--- config.mk ---
export PLATFORM = sky130hd
export DESIGN_NAME = fft_frame_sched
export DESIGN_NICKNAME = d
export VERILOG_FILES = /design/src/rtl/fft_frame_sched.sv
export SDC_FILE = /design/constraint.sdc
export NUM_CORES = 1
export LEC_CHECK = 0
export ABC_AREA = 1
export CELL_PAD_IN_SITES_DETAIL_PLACEMENT = 0
export CELL_PAD_IN_SITES_GLOBAL_PLACEMENT = 2
export CORE_ASPECT_RATIO = 0.75
export CORE_MARGIN = 5
export CORE_UTILIZATION = 26
export CTS_BUF_LIST = sky130_fd_sc_hd__clkbuf_8 sky130_fd_sc_hd__clkbuf_16
export DETAILED_ROUTE_END_ITERATION = 10
export GPL_ROUTABILITY_DRIVEN = 0
export HOLD_SLACK_MARGIN = 0.1
export PLACE_DENSITY_LB_ADDON = 0.1
export SYNTH_ARGS = -nofsm -noshare
export SYNTH_HDL_FRONTEND = slang
export SYNTH_SLANG_ARGS = --single-unit
--- constraint.sdc ---
create_clock -name clk -period 10.2 [get_ports clk]
set_clock_uncertainty 0.2 [all_clocks]
set_input_delay 2.04 -clock clk [delete_from_list [all_inputs] [get_ports clk]]
set_output_delay 2.04 -clock clk [all_outputs]
set_load 0.02 [all_outputs]
--- src/rtl/fft_frame_sched.sv ---
// fft_frame_sched: frame scheduler for a radix-2^2 SDF FFT pipeline.
// Feeds samples, zero-fills to drain the tail frame, tags real outputs.
module fft_frame_sched #(
  parameter int WIDTH = 24,
  parameter int N     = 1024,
  parameter int LAT   = 1024,
  parameter int TAGS  = 4,
  localparam int LW   = $clog2(N)
) (
  input  logic             clk,
  input  logic             arst,
  input  logic             s_valid,
  output logic             s_ready,
  input  logic             s_last,
  input  logic [WIDTH-1:0] s_re,
  input  logic [WIDTH-1:0] s_im,
  output logic             fft_en,
  output logic [LW-1:0]    fft_ctr,
  output logic [WIDTH-1:0] fft_re,
  output logic [WIDTH-1:0] fft_im,
  input  logic [WIDTH-1:0] p_re,
  input  logic [WIDTH-1:0] p_im,
  output logic             m_valid,
  output logic [WIDTH-1:0] m_re,
  output logic [WIDTH-1:0] m_im,
  output logic [LW-1:0]    m_idx,
  output logic             m_first,
  output logic             m_last,
  output logic             busy,
  output logic             err_frame
);
  localparam int FW = $clog2(LAT + 1);
  localparam int CW = $clog2(TAGS + 1);
  localparam logic [LW-1:0] CMAX = LW'(N - 1);
  localparam logic [LW-1:0] C1   = LW'(1);
  localparam logic [FW-1:0] FMAX = FW'(LAT);
  localparam logic [FW-1:0] F1   = FW'(1);
  localparam logic [CW-1:0] T1   = CW'(1);
  localparam logic [CW-1:0] TFUL = CW'(TAGS);

  typedef enum logic [1:0] {IDLE, RUN, FLUSH} state_t;

  state_t          state;
  logic [LW-1:0]   in_cnt;
  logic [LW-1:0]   out_cnt;
  logic [FW-1:0]   fill;
  logic [TAGS-1:0] tq;
  logic [TAGS-1:0] tq_n;
  logic [CW-1:0]   tc;
  logic [CW-1:0]   tc_n;
  logic [CW-1:0]   pend;
  logic            cur_tag;

  logic flushing;
  logic acc;
  logic full;
  logic out_en;
  logic push;
  logic pop;
  logic tag_now;
  logic emit;
  logic done;
  logic has_pend;
  logic wrap;
  logic to_idle;

  function automatic logic [LW-1:0] bitrev(input logic [LW-1:0] v);
    logic [LW-1:0] r;
    for (int i = 0; i < LW; i++) r[i] = v[LW-1-i];
    return r;
  endfunction

  assign flushing = state == FLUSH;
  assign s_ready  = !flushing;
  assign acc      = s_valid && s_ready;
  assign fft_en   = acc || flushing;
  assign fft_re   = flushing ? '0 : s_re;
  assign fft_im   = flushing ? '0 : s_im;
  assign fft_ctr  = in_cnt;
  assign busy     = state != IDLE;

  assign full    = fill == FMAX;
  assign out_en  = fft_en && full;
  assign push    = fft_en && in_cnt == '0;
  assign pop     = out_en && out_cnt == '0;
  assign tag_now = pop ? tq[0] : cur_tag;
  assign emit    = out_en && tag_now;
  assign done    = emit && out_cnt == CMAX;
  assign wrap    = fft_en && in_cnt == CMAX;
  assign to_idle = flushing && wrap && !has_pend;

  // a frame finishing this cycle no longer counts as outstanding
  assign has_pend = done ? (pend > T1) : (pend != '0);

  always_comb begin
    tq_n = tq;
    tc_n = tc;
    if (pop) begin
      tq_n = tq >> 1;
      tc_n = tc - T1;
    end
    if (push) begin
      for (int i = 0; i < TAGS; i++)
        if (i == int'(tc_n)) tq_n[i] = !flushing;
      tc_n = tc_n + T1;
    end
  end

  a_tag_ovf: assert property (
    @(posedge clk) disable iff (arst)
    !(push && !pop && tc == TFUL));

  always_ff @(posedge clk or posedge arst) begin
    if (arst) begin
      state     <= IDLE;
      in_cnt    <= '0;
      out_cnt   <= '0;
      fill      <= '0;
      tq        <= '0;
      tc        <= '0;
      pend      <= '0;
      cur_tag   <= 1'b0;
      m_valid   <= 1'b0;
      m_re      <= '0;
      m_im      <= '0;
      m_idx     <= '0;
      m_first   <= 1'b0;
      m_last    <= 1'b0;
      err_frame <= 1'b0;
    end else begin
      unique case (state)
        IDLE:
          if (s_valid) state <= RUN;
        RUN:
          if (in_cnt == '0 && !s_valid && has_pend)
            state <= FLUSH;
        FLUSH:
          if (wrap) begin
            if (!has_pend) state <= IDLE;
            else if (s_valid) state <= RUN;
          end
        default: state <= IDLE;
      endcase
      if (fft_en) in_cnt <= in_cnt + C1;
      if (fft_en && !full) fill <= fill + F1;
      if (out_en) out_cnt <= out_cnt + C1;
      if (pop) cur_tag <= tq[0];
      tq   <= tq_n;
      tc   <= tc_n;
      pend <= pend + ((push && !flushing) ? T1 : '0)
                   - (done ? T1 : '0);
      m_valid <= emit;
      m_first <= emit && out_cnt == '0;
      m_last  <= done;
      if (emit) begin
        m_re  <= p_re;
        m_im  <= p_im;
        m_idx <= bitrev(out_cnt);
      end
      err_frame <= acc && (s_last != (in_cnt == CMAX));
      // leftover zero tags and pipeline state are stale once idle
      if (to_idle) begin
        fill    <= '0;
        out_cnt <= '0;
        tq      <= '0;
        tc      <= '0;
        pend    <= '0;
        cur_tag <= 1'b0;
      end
    end
  end
endmodule

# Yosys cells after proc, flatten, opt, wreduce, memory -nomap -nowiden
# Index checks and enable logic that the tools add are counted.
[totals]
reg_bits = 106
out_inout_bits = 123
word_cells = 90
[op_classes]
add_sub_neg = 7
order_cmp = 1
n_eq_ne = 11
muxes = 27
n_reduce_logical = 29
[ops]
columns = ["cell", "n"]
rows = [
  ["24-bit 2-to-1 mux", 2],
  ["11-bit 2-to-1 mux", 2],
  ["10-bit by 1-bit adder with 10-bit output (second input constant)", 2],
  ["10-bit == test (second input constant)", 2],
  ["10-bit logical NOT", 2],
  ["10-bit 2-to-1 mux", 2],
  ["1-bit logical AND", 15],
  ["3-bit 2-to-1 mux", 4],
  ["4-bit 2-to-1 mux", 3],
  ["11-bit by 1-bit adder with 11-bit output (second input constant)", 1],
  ["11-bit == test (second input constant)", 1],
  ["1-bit 2-to-1 mux", 9],
  ["2-bit 2-to-1 mux", 4],
  ["3-bit == test (first input constant)", 2],
  ["2-bit case mux with 3 select lines", 1],
  ["2-bit nonzero test", 3],
  ["1-bit logical NOT", 4],
  ["3-bit by 1-bit adder with 3-bit output", 1],
  ["3-bit by 1-bit adder with 3-bit output (second input constant)", 1],
  ["2-bit by 3-bit == test with 1-bit output (first input constant)", 1],
  ["3-bit by 1-bit greater-than comparator with 1-bit output (second input constant)", 1],
  ["3-bit logical NOT", 1],
  ["3-bit nonzero test", 1],
  ["3-bit by 1-bit subtractor with 3-bit output", 1],
  ["9 further kinds", 9],
]

# Logic depth before layout (Yosys ltp)
# Gate-level depths: netlist of the first run.
[depth]
word_depth = 13
mapped_depth = 15
ltp_nobuf = 15

# Worst setup path before layout of the first run
# Ideal clock, no wire load.
[synth_path]
path_type = "in2out"
from = "input port s_valid"
to = "output port fft_en"
arrival_time_ns = 2.450
t_required_ns = 7.960
setup_slack_ns = 5.510
path_stages = 3
path_cell_list = "inv_1 > nand2_2 > buf_4"
[synth_between]
elab_chain_cells = 2
[synth_rtl]
columns = ["item", "line", "source"]
rows = [
  ["from (decl)", "12", "input logic s_valid,"],
  ["1-bit logical AND", "75", "assign acc = s_valid && s_ready;"],
  ["1-bit logical OR", "76", "assign fft_en = acc || flushing;"],
  ["to (decl)", "17", "output logic fft_en,"],
]
# No other way between the ends.

# Worst setup path in the final report of the first run
# Ends and elaborated chain as after synthesis.

==> run metrics, run 1 <==
status complete, no violations; Worst Setup Start Kind primary input; Critical Path, Cell by Cell clkdlybuf4s50_1, inv_1, nand2_2, clkdlybuf4s50_1; RSZ-0062 raised after global routing false; CTS Buf Count 9; Core Box Area 21900 um2; fin nets approximately 1100; row count 47; wire per inst between 10 and 15 um; most used cell, CP clkdlybuf4s50_1; chip width roughly 180 um; hold slack roughly 0.28 ns; maximum buffer depth of the clock tree 2; cell taking the most area after synthesis dfrtp_1; sequential-to-total area share from yosys stat between 40% and 50%; post-synthesis simple-gate area fraction a little under a third; clk sinks 106; htree depth 3; critical path data arrival time around 3.7 ns; hold buffer count at cts 0; ANT cells 0; ranking of synthesized cells by area dfrtp_1 (46%), nand2_1 (14%), inv_1 (7.5%); Post-synth EDFFs 0; ys flop type dfrtp_1; most common cell in the netlist nand2_1; setup_tns 0 ns; Antenna Violating Nets Remaining 0; PortBufs about 220; Synth cell types 37; Initial Utilization between 20% and 30%; Top Usage Layer GRT met2; final instance area approximately 8500 um2; Remaining DRCs 0; global-route wire length before repair between 20000 and 30000 um; compound-gate portion of the synthesized area roughly 2%; share of cells above drive strength 1 between 10% and 20%; Detailed Route WL about 18000 um; met1 Track Usage GR 17.8%; fin util ~40%; die height between 100 and 150 um; setup bufs post-CTS 0; WP data required approximately 8.0 ns; Area Growth Syn to Fin 48.4%; maxcap violations 0; CP Launch Point s_valid; total track usage about 14%; Yosys top cell area share between 40% and 50%; Final Hold Viols 0; Post-Synthesis Net Count ~840; register bit total from synthesis approximately 110; CTS Root Cell clkbuf_16; largest family of logic cells by synthesized area simple AND/OR/NAND/NOR gates; Overflow after GRT 0; WS Path Type primary input to output pin; setup slack at placement approximately 4.3 ns; initial antenna violation count 0; crit path max fanout 14; Tcrit/Tclk final ~58%; final worst slack 4.29 ns; Max IR drop VDD between 0.09 and 0.1 mV; Post-synth top cells nand2_1 (209), inv_1 (115), dfrtp_1 (106), nor2_1 (67), inv_2 (32); Slew @ Worst Pin between 1 and 1.5 ns; Setup Viol. Count Final 0; CP endpoint kind output pin; max incr delay on CP about 0.70 ns; GRT met2 Usage between 20 and 25%; Clock Latency Late Sink 0.36 ns; drt pass-1 iters 4; die area between 20000 and 30000 um2; clk slew on worst S/H paths about 0.08 ns; CTS tree built; cell area after synthesis 5760 um2; area share of xor/xnor cells in the synthesized design 5.02%; placed inst area approximately 8000 um2; CP max-delay cell clkdlybuf4s50_1; mux cell area share after synthesis 0.174%; largest net degree at the start of global routing 78; Cells after Synth 723; DR vias about 5000; hold path start m_im[6]$_DFFE_PP0P_; fmax between 150 and 200 MHz; adder-cell area share of the yosys netlist 3.61%; minimum clock period a little under 6 ns; RR Startpoint fill[0]$_DFFE_PP0P_; power per cell area 179 nW/um2; pins over their slew limit 0; FFs w/ async S/R, synth 100%; Max-slew headroom 32.2%; Via density a little over 4; grt met3 use roughly 6.7%; P_leak between 4 and 5 nW; yosys warns 0; post-CTS sizing 0; post-DP HPWL 13500 um; hold crit path type flip-flop to flip-flop; I/O Pins 223; vias in the first global route between 5000 and 6000; Iter 0 DRT Violations 209; syn_area_per_cell ~8 um2
==> per-layer routing <==
metal	vias up	routed length [um]	part of all wire, %
met5	-	0	0
met4	0	225	1.3
met3	13	1650	9.2
met2	147	8270	46
met1	2312	7830	44
li1	2543	-	-
==> power breakdown <==
part / internal [mW] / leakage (nW) / switching [mW]
Sequential: 0.470 / 1.40 / 0.0566
Clock: 0.198 / 0.156 / 0.179
Combinational: 0.270 / 2.80 / 0.356
==> per-stage QoR <==
| step | cells | power [mW] |
|---|---|---|
| after floorplan | 723 | 0.889 |
| after global placement | 1221 | 1.17 |
| final | 1237 | 1.53 |
| after CTS | 1237 | 1.56 |
| after global routing | 1237 | 1.64 |
| after detailed placement | 1221 | 1.17 |
==> path summary, 6_finish.rpt <==
kind	to	depth (start not counted)	slack, ns
min in group asynchronous	m_re[23]$_DFFE_PP0P_	2	1.84
worst max register to register	m_re[22]$_DFFE_PP0P_	12	6.95
worst min-delay path	m_im[6]$_DFFE_PP0P_	2	0.28
max in group asynchronous	m_first$_DFF_PP0_	3	6.58
worst min register to register	m_im[6]$_DFFE_PP0P_	2	0.28
worst max-delay path	fft_en	4	4.29
==> kinds of logic after synthesis <==
kind of cell	count (synthesis)
muxes	1
DFF	106
xor gates and xnor gates	33
buffers and inverters	170
adders and majority gates	16
and+or+nand+nor	376
AOI/OAI and AO/OA	21
==> layout make-up <==
class | instances | area [um2]
flip-flops and latches | 106 | 2650
inverters | 149 | 562
multi-input cells | 447 | 2400
well taps | 294 | 368
clock buffers | 9 | 225
clock inverters | 7 | 92.6
repair buffers | 225 | 2240
fillers | 2282 | 13400
==> cell usage in the layout (no fill, tap or decap), types with 3 or more instances in the layout <==
| cell | synthesis | final |
|---|---|---|
| buf_4 | 4 | 3 |
| clkbuf_16 | 0 | 9 |
| clkdlybuf4s50_1 | 0 | 222 |
| dfrtp_1 | 106 | 106 |
| ha_1 | 15 | 15 |
| inv_1 | 115 | 114 |
| inv_2 | 32 | 32 |
| inv_6 | 0 | 3 |
| nand2_1 | 209 | 209 |
| nand2_2 | 17 | 17 |
| nand2_4 | 19 | 19 |
| nand3_1 | 21 | 21 |
| nand3_2 | 3 | 3 |
| nand4_1 | 7 | 7 |
| nor2_1 | 67 | 67 |
| nor2_2 | 5 | 5 |
| nor3_1 | 17 | 17 |
| o21ai_0 | 16 | 16 |
| or2_2 | 4 | 4 |
| xnor2_1 | 6 | 6 |
| xor2_1 | 27 | 27 |
==> critical path, delay by kind of cell <==
kind	cells	cell delay (ns)
buffers and inverters	3	1.30
and+or+nand+nor	1	0.32
==> state kept, by name, indices dropped and copies added (netlist names) <==
register,cells
m_last,1
m_first,1
pend,3
m_idx,10
cur_tag,1
err_frame,1
m_valid,1
tc,3
m_im,24
tq,4
out_cnt,10
fft_ctr,10
fill,11
m_re,24
state,2
Power figures use the tool's default switching activity.
==> run 2, diff against run 1 <==
--- a/config.mk
+++ b/config.mk
@@ -10,7 +10,7 @@
 export CELL_PAD_IN_SITES_GLOBAL_PLACEMENT = 2
 export CORE_ASPECT_RATIO = 0.75
 export CORE_MARGIN = 5
-export CORE_UTILIZATION = 26
+export CORE_UTILIZATION = 22
 export CTS_BUF_LIST = sky130_fd_sc_hd__clkbuf_8 sky130_fd_sc_hd__clkbuf_16
 export DETAILED_ROUTE_END_ITERATION = 10
 export GPL_ROUTABILITY_DRIVEN = 0
==> constraint.sdc (replaced) <==
create_clock -name clk -period 5.4 [get_ports clk]
set_clock_uncertainty 0.2 [all_clocks]
set_input_delay 1.08 -clock clk [delete_from_list [all_inputs] [get_ports clk]]
set_output_delay 1.08 -clock clk [all_outputs]
set_load 0.02 [all_outputs]
==> run 2 against run 1 <==
Compared with the run above: sequential power rose by 88%; core utilization shrank 5.6 points; worst hold slack improved by 0.0038 ns; setup slack got worse by 2.9 ns; critical endpoint unchanged; highest routed layer unchanged.
==> run metrics, run 2 (synthesis results as in run 1) <==
hold crit path type flip-flop to flip-flop; vias in the first global route roughly 5100; fmax about 250 MHz; crit-path leading delay family buffers and inverters; Crit Reg-Reg Endpoint out_cnt[7]$_DFFE_PP0P_; critical path data arrival time 2.68 ns; most frequent cells in the layout clkdlybuf4s50_1 (222), nand2_1 (209), inv_1 (114); Clock Latency Late Sink between 0.3 and 0.4 ns; post-CTS sizing 0; Worst Hold Endpoint m_idx[5]$_DFFE_PP0P_; power per cell area about 330 nW/um2; P_leak 4.37 nW; Critical Path, Cell by Cell clkdlybuf4s50_1, inv_1, nand2_2, clkdlybuf4s50_1; hold path start m_idx[5]$_DFFE_PP0P_; ANT cells 0; post-DP HPWL roughly 13000 um; Max IR drop VDD 0.142 mV; crit path max fanout 14; initial antenna violation count 0; Initial Utilization between 20 and 25%; largest net degree at the start of global routing between 60 and 70; I/O Pins between 200 and 250; CTS Buf Count 9; fin util 33.3%; Setup Viol. Count Final 0; drt pass-1 iters 5; Overflow after GRT 0; fin nets around 1100; switching fraction of total power 39.1%; clk sinks 106; maximum buffer depth of the clock tree 2; Crit path buffers/inverters 3; reg2reg setup slack ~2.4 ns; Slew @ Worst Pin 0.900 ns; final worst slack 1.44 ns; wire per inst 13.9 um; Pint around 1.7 mW; htree depth 3; CTS tree built; Area Growth Syn to Fin 49.5%; PortBufs roughly 220; Max-slew headroom between 30% and 40%; setup_tns 0 ns; minimum clock period between 3 and 4 ns; RSZ-0062 raised after global routing false; most common cell after layout, fill and taps aside clkdlybuf4s50_1; CTS Root Cell clkbuf_16; total track usage 12.1%; most used cell, CP clkdlybuf4s50_1; Worst Setup Start Kind primary input; WP data required between 4 and 5 ns; Detailed Route WL roughly 18000 um; CP max-delay cell clkdlybuf4s50_1; Reg2Reg Depth 13; pins over their slew limit 0; biggest regs m_im: 24 flops, m_re: 24 flops, fill: 11 flops; WS Path Type primary input to output pin; hold buffer count at cts 0; Logic pwr share a little over 40%; setup bufs post-CTS 0; Core Box Area about 26000 um2; CP endpoint kind output pin; setup slack at placement approximately 1.4 ns; max incr delay on CP approximately 0.68 ns; clk slew on worst S/H paths 0.07 ns; row count slightly above 50; Antenna Violating Nets Remaining 0; Via density 3.81; Final Total Pwr around 2.9 mW; Sw Pwr approximately 1.1 mW; Final Hold Viols 0; Min-Delay Path Depth 2; Flop pwr share a little over a third; chip width about 200 um; RR Startpoint out_cnt[0]$_DFFE_PP0P_; DR vias 4905; Iter 0 DRT Violations between 150 and 200; Remaining DRCs 0; Clock power frac a little under a quarter; Tcrit/Tclk final roughly 73%; global-route wire length before repair approximately 28000 um; die area ~30000 um2; maxcap violations 0; share of cells above drive strength 1 11.4%; status complete, no violations; fillcell total ~2700; die height about 150 um; CP Launch Point s_valid
==> run 2: worst max path at each step <==
stage | endpoint | slack, ns | cells after the start
6_report | fft_en | 1.44 | 4
5_1_grt | fft_en | 1.36 | 4
4_1_cts | fft_en | 1.40 | 4
3_5_place_dp | out_cnt[7]$_DFFE_PP0P_ | 1.38 | 12
3_3_place_gp | fft_en | 1.44 | 4
2_1_floorplan | cur_tag$_DFF_PP0_ | 1.33 | 1
==> run 2: metrics by stage <==
step           hold WS (ns)  area, um2  instances
4_1_cts               0.286       8610       1289
3_3_place_gp          0.264       8300       1273
2_1_floorplan         0.315       5760        723
5_1_grt               0.300       8610       1289
6_report              0.283       8610       1289
3_5_place_dp          0.266       8300       1273
==> run 2: worst min-delay path, stage by stage (launching register included) <==
cell and delay [ns]:
dfrtp_1 0.35, nand2_1 0.05, o21ai_0 0.05
==> run 2: cell type report <==
type                       count  area (um2)  area share, %
sequential                   106        2650           30.8
multi-input combinational    447        2400           27.8
timing repair buffer         227        2260           26.3
inverter                     149         562           6.53
tap                          344         430           5.00
clock buffer                  10         239           2.78
clock inverter                 6        67.6          0.785
==> run 2: metal layers <==
layer / vias to the layer above / GRT usage [%] / routed length, um / share of wire, %
met5: - / 0 / 0 / 0
met4: 0 / 2.81 / 155 / 0.86
met3: 7 / 4.23 / 1410 / 7.9
met2: 166 / 18.4 / 7850 / 44
met1: 2184 / 16.6 / 8520 / 48
li1: 2548 / - / - / -
==> run 2: power by group through the flow <==
stage               Combinational, mW  Clock (mW)  Sequential (mW)
finish                           1.18       0.687            0.991
global route                     1.30       0.754             1.01
CTS                              1.21       0.721            0.993
detailed placement               1.20           0             1.01
global placement                 1.22           0             1.01
floorplan                       0.660           0             1.02
==> run 3, diff against run 2 <==
--- a/config.mk
+++ b/config.mk
@@ -10,7 +10,7 @@
 export CELL_PAD_IN_SITES_GLOBAL_PLACEMENT = 2
 export CORE_ASPECT_RATIO = 0.75
 export CORE_MARGIN = 5
-export CORE_UTILIZATION = 22
+export CORE_UTILIZATION = 24
 export CTS_BUF_LIST = sky130_fd_sc_hd__clkbuf_8 sky130_fd_sc_hd__clkbuf_16
 export DETAILED_ROUTE_END_ITERATION = 10
 export GPL_ROUTABILITY_DRIVEN = 0
==> constraint.sdc (replaced) <==
create_clock -name clk -period 3.7 [get_ports clk]
set_clock_uncertainty 0.2 [all_clocks]
set_input_delay 0.74 -clock clk [delete_from_list [all_inputs] [get_ports clk]]
set_output_delay 0.74 -clock clk [all_outputs]
set_load 0.02 [all_outputs]
==> run 3 against run 2 <==
Compared with the run above: register-to-register slack got worse by 1.5 ns; first-iteration DRC count increased by 11%; sequential share of layout area down 0.19 points; via count is 0.96% lower; core utilization up 3.1 points; cell area rose by 0.61%; die area fell by 7.9%; sequential power grew 46%; combinational power up 47%; largest cell class unchanged.
==> run metrics, run 3 (synthesis results as in run 1) <==
end of the critical path fft_re[11]; global-route wire length before repair around 28000 um; CP max-delay cell clkdlybuf4s50_1; die area 27200 um2; share of cells above drive strength 1 12.1%; Crit path buffers/inverters 4; Max IR drop VDD ~0.20 mV; CP Launch Point state[0]$_DFFE_PP0P_; I/O Pins ~220; P_leak ~4.4 nW; Max-slew headroom a little under three fifths; Crit Reg-Reg Endpoint pend[2]$_DFF_PP0_; drt pass-1 iters 4; WP data required around 2.8 ns; maximum buffer depth of the clock tree 2; Worst Setup Start Kind flip-flop; ANT cells 0; Overflow after GRT 0; largest net degree at the start of global routing 50; pins over their slew limit 0; CTS tree built; PortBufs 222; chip width ~190 um; power per cell area about 480 nW/um2; critical path data arrival time 2.38 ns; WS Path Type flip-flop to output pin; placed insts roughly 1200; vias in the first global route slightly above 5000; fillcell total ~2500; initial antenna violation count 0; crit path max fanout 48; fmax between 300 and 400 MHz; Critical Path, Cell by Cell inv_1, nand2_1, clkinv_1, buf_12, nor2_1, clkdlybuf4s50_1; Final Hold Viols 0; hold buffer count at cts 0; clk slew on worst S/H paths approximately 0.08 ns; Antenna Violating Nets Remaining 0; Initial Utilization approximately 24%; most common cell after layout, fill and taps aside clkdlybuf4s50_1; Iter 0 DRT Violations ~210; clk sinks roughly 110; hold crit path type flip-flop to flip-flop; Reg2Reg Depth 14; minimum clock period around 3.3 ns; Tcrit/Tclk final about nine tenths; CP endpoint kind output pin; max incr delay on CP approximately 0.65 ns; CTS Root Cell clkbuf_16; post-DP HPWL roughly 13000 um; RSZ-0062 raised after global routing false; die height 144 um; metal1 wirelength between 7000 and 8000 um; reg2reg setup slack about 0.9 ns; Clock Latency Late Sink ~0.36 ns; Setup Viol. Count Final 0; most frequent cells in the layout clkdlybuf4s50_1 (222), nand2_1 (209), inv_1 (114); post-CTS sizing 0; Area Growth Syn to Fin 50.5%; setup_tns 0 ns; metal2 WL 7650 um; fin util between 30% and 40%; setup bufs post-CTS 0; fin cells about 1300; row count ~50; CTS Buf Count 9; DR vias about 4900; Detailed Route WL ~17000 um; max layer used met4; maxcap violations 0; wire per inst between 10 and 15 um; Remaining DRCs 0; biggest regs m_im: 24 flops, m_re: 24 flops, fill: 11 flops; instance count on the critical path 6; Slew @ Worst Pin 0.649 ns; RR Startpoint out_cnt[0]$_DFFE_PP0P_; Core Box Area 23800 um2; fin nets ~1100; total track usage 12.8%; status complete, no violations; Via density 3.86; htree depth 3; met3 wire len around 1500 um; crit-path leading delay family buffers and inverters
## run 3: cell count changes in the layout (fill, tap and decap cells not counted)
cell | before | now
clkbuf_8 | 1 | 0
inv_8 | 3 | 1
buf_4 | 5 | 7
clkinv_2 | 0 | 1
inv_6 | 1 | 0
buf_12 | 0 | 5
inv_4 | 1 | 0
clkinv_4 | 1 | 2
clkinvlp_4 | 0 | 3
## run 3: how the worst min path moves through the flow
stage / cells after the start / slack, ns / start / to
detailed placement: 2 / 0.26 / m_re[19]$_DFFE_PP0P_ / m_re[19]$_DFFE_PP0P_
global route: 2 / 0.30 / m_re[3]$_DFFE_PP0P_ / m_re[3]$_DFFE_PP0P_
floorplan: 3 / 0.32 / state[0]$_DFFE_PP0P_ / state[0]$_DFFE_PP0P_
finish: 2 / 0.28 / m_re[22]$_DFFE_PP0P_ / m_re[22]$_DFFE_PP0P_
CTS: 2 / 0.28 / m_re[19]$_DFFE_PP0P_ / m_re[19]$_DFFE_PP0P_
global placement: 2 / 0.26 / m_re[13]$_DFFE_PP0P_ / m_re[13]$_DFFE_PP0P_
## run 3: metal layers
| layer | track usage [%] | vias up |
|---|---|---|
| li1 | - | 2563 |
| met5 | 0 | - |
| met1 | 16.4 | 2127 |
| met2 | 20.1 | 155 |
| met3 | 5.43 | 13 |
| met4 | 3.07 | 0 |
## run 3: where the power goes
group / switching (mW) / internal [mW]
Clock: 0.487 / 0.470
Combinational: 0.970 / 0.765
Sequential: 0.154 / 1.30
Total: 1.61 / 2.53
## run 3: stage by stage
stage / area (um2) / setup WS [ns] / hold WS [ns] / total power [mW]
detailed placement: 8370 / 0.366 / 0.264 / 3.23
CTS: 8660 / 0.329 / 0.284 / 4.23
global route: 8660 / 0.215 / 0.301 / 4.45
floorplan: 5760 / 1.10 / 0.315 / 2.45
finish: 8660 / 0.383 / 0.279 / 4.14
global placement: 8370 / 0.409 / 0.262 / 3.26
## run 3: worst reg2reg max path, stage by stage, from the launching register on
cell	delay, ns
dfrtp_1	0.43
inv_1	0.12
ha_1	0.15
nand3_1	0.10
nor2_1	0.27
nand4_1	0.18
nand2_2	0.17
nand2_4	0.08
xor2_1	0.13
ha_1	0.16
inv_1	0.05
fa_1	0.39
xor2_1	0.16
nand2_2	0.07
inv_2	0.03
## run 3: cell type report
| class | count | area, um2 | share of cell area, % |
|---|---|---|---|
| inverters | 149 | 563 | 6.50 |
| well taps | 306 | 383 | 4.42 |
| clock inverters | 7 | 65.1 | 0.751 |
| multi-input cells | 447 | 2400 | 27.7 |
| repair buffers | 234 | 2370 | 27.4 |
| clock buffers | 9 | 225 | 2.60 |
| flip-flops and latches | 106 | 2650 | 30.6 |
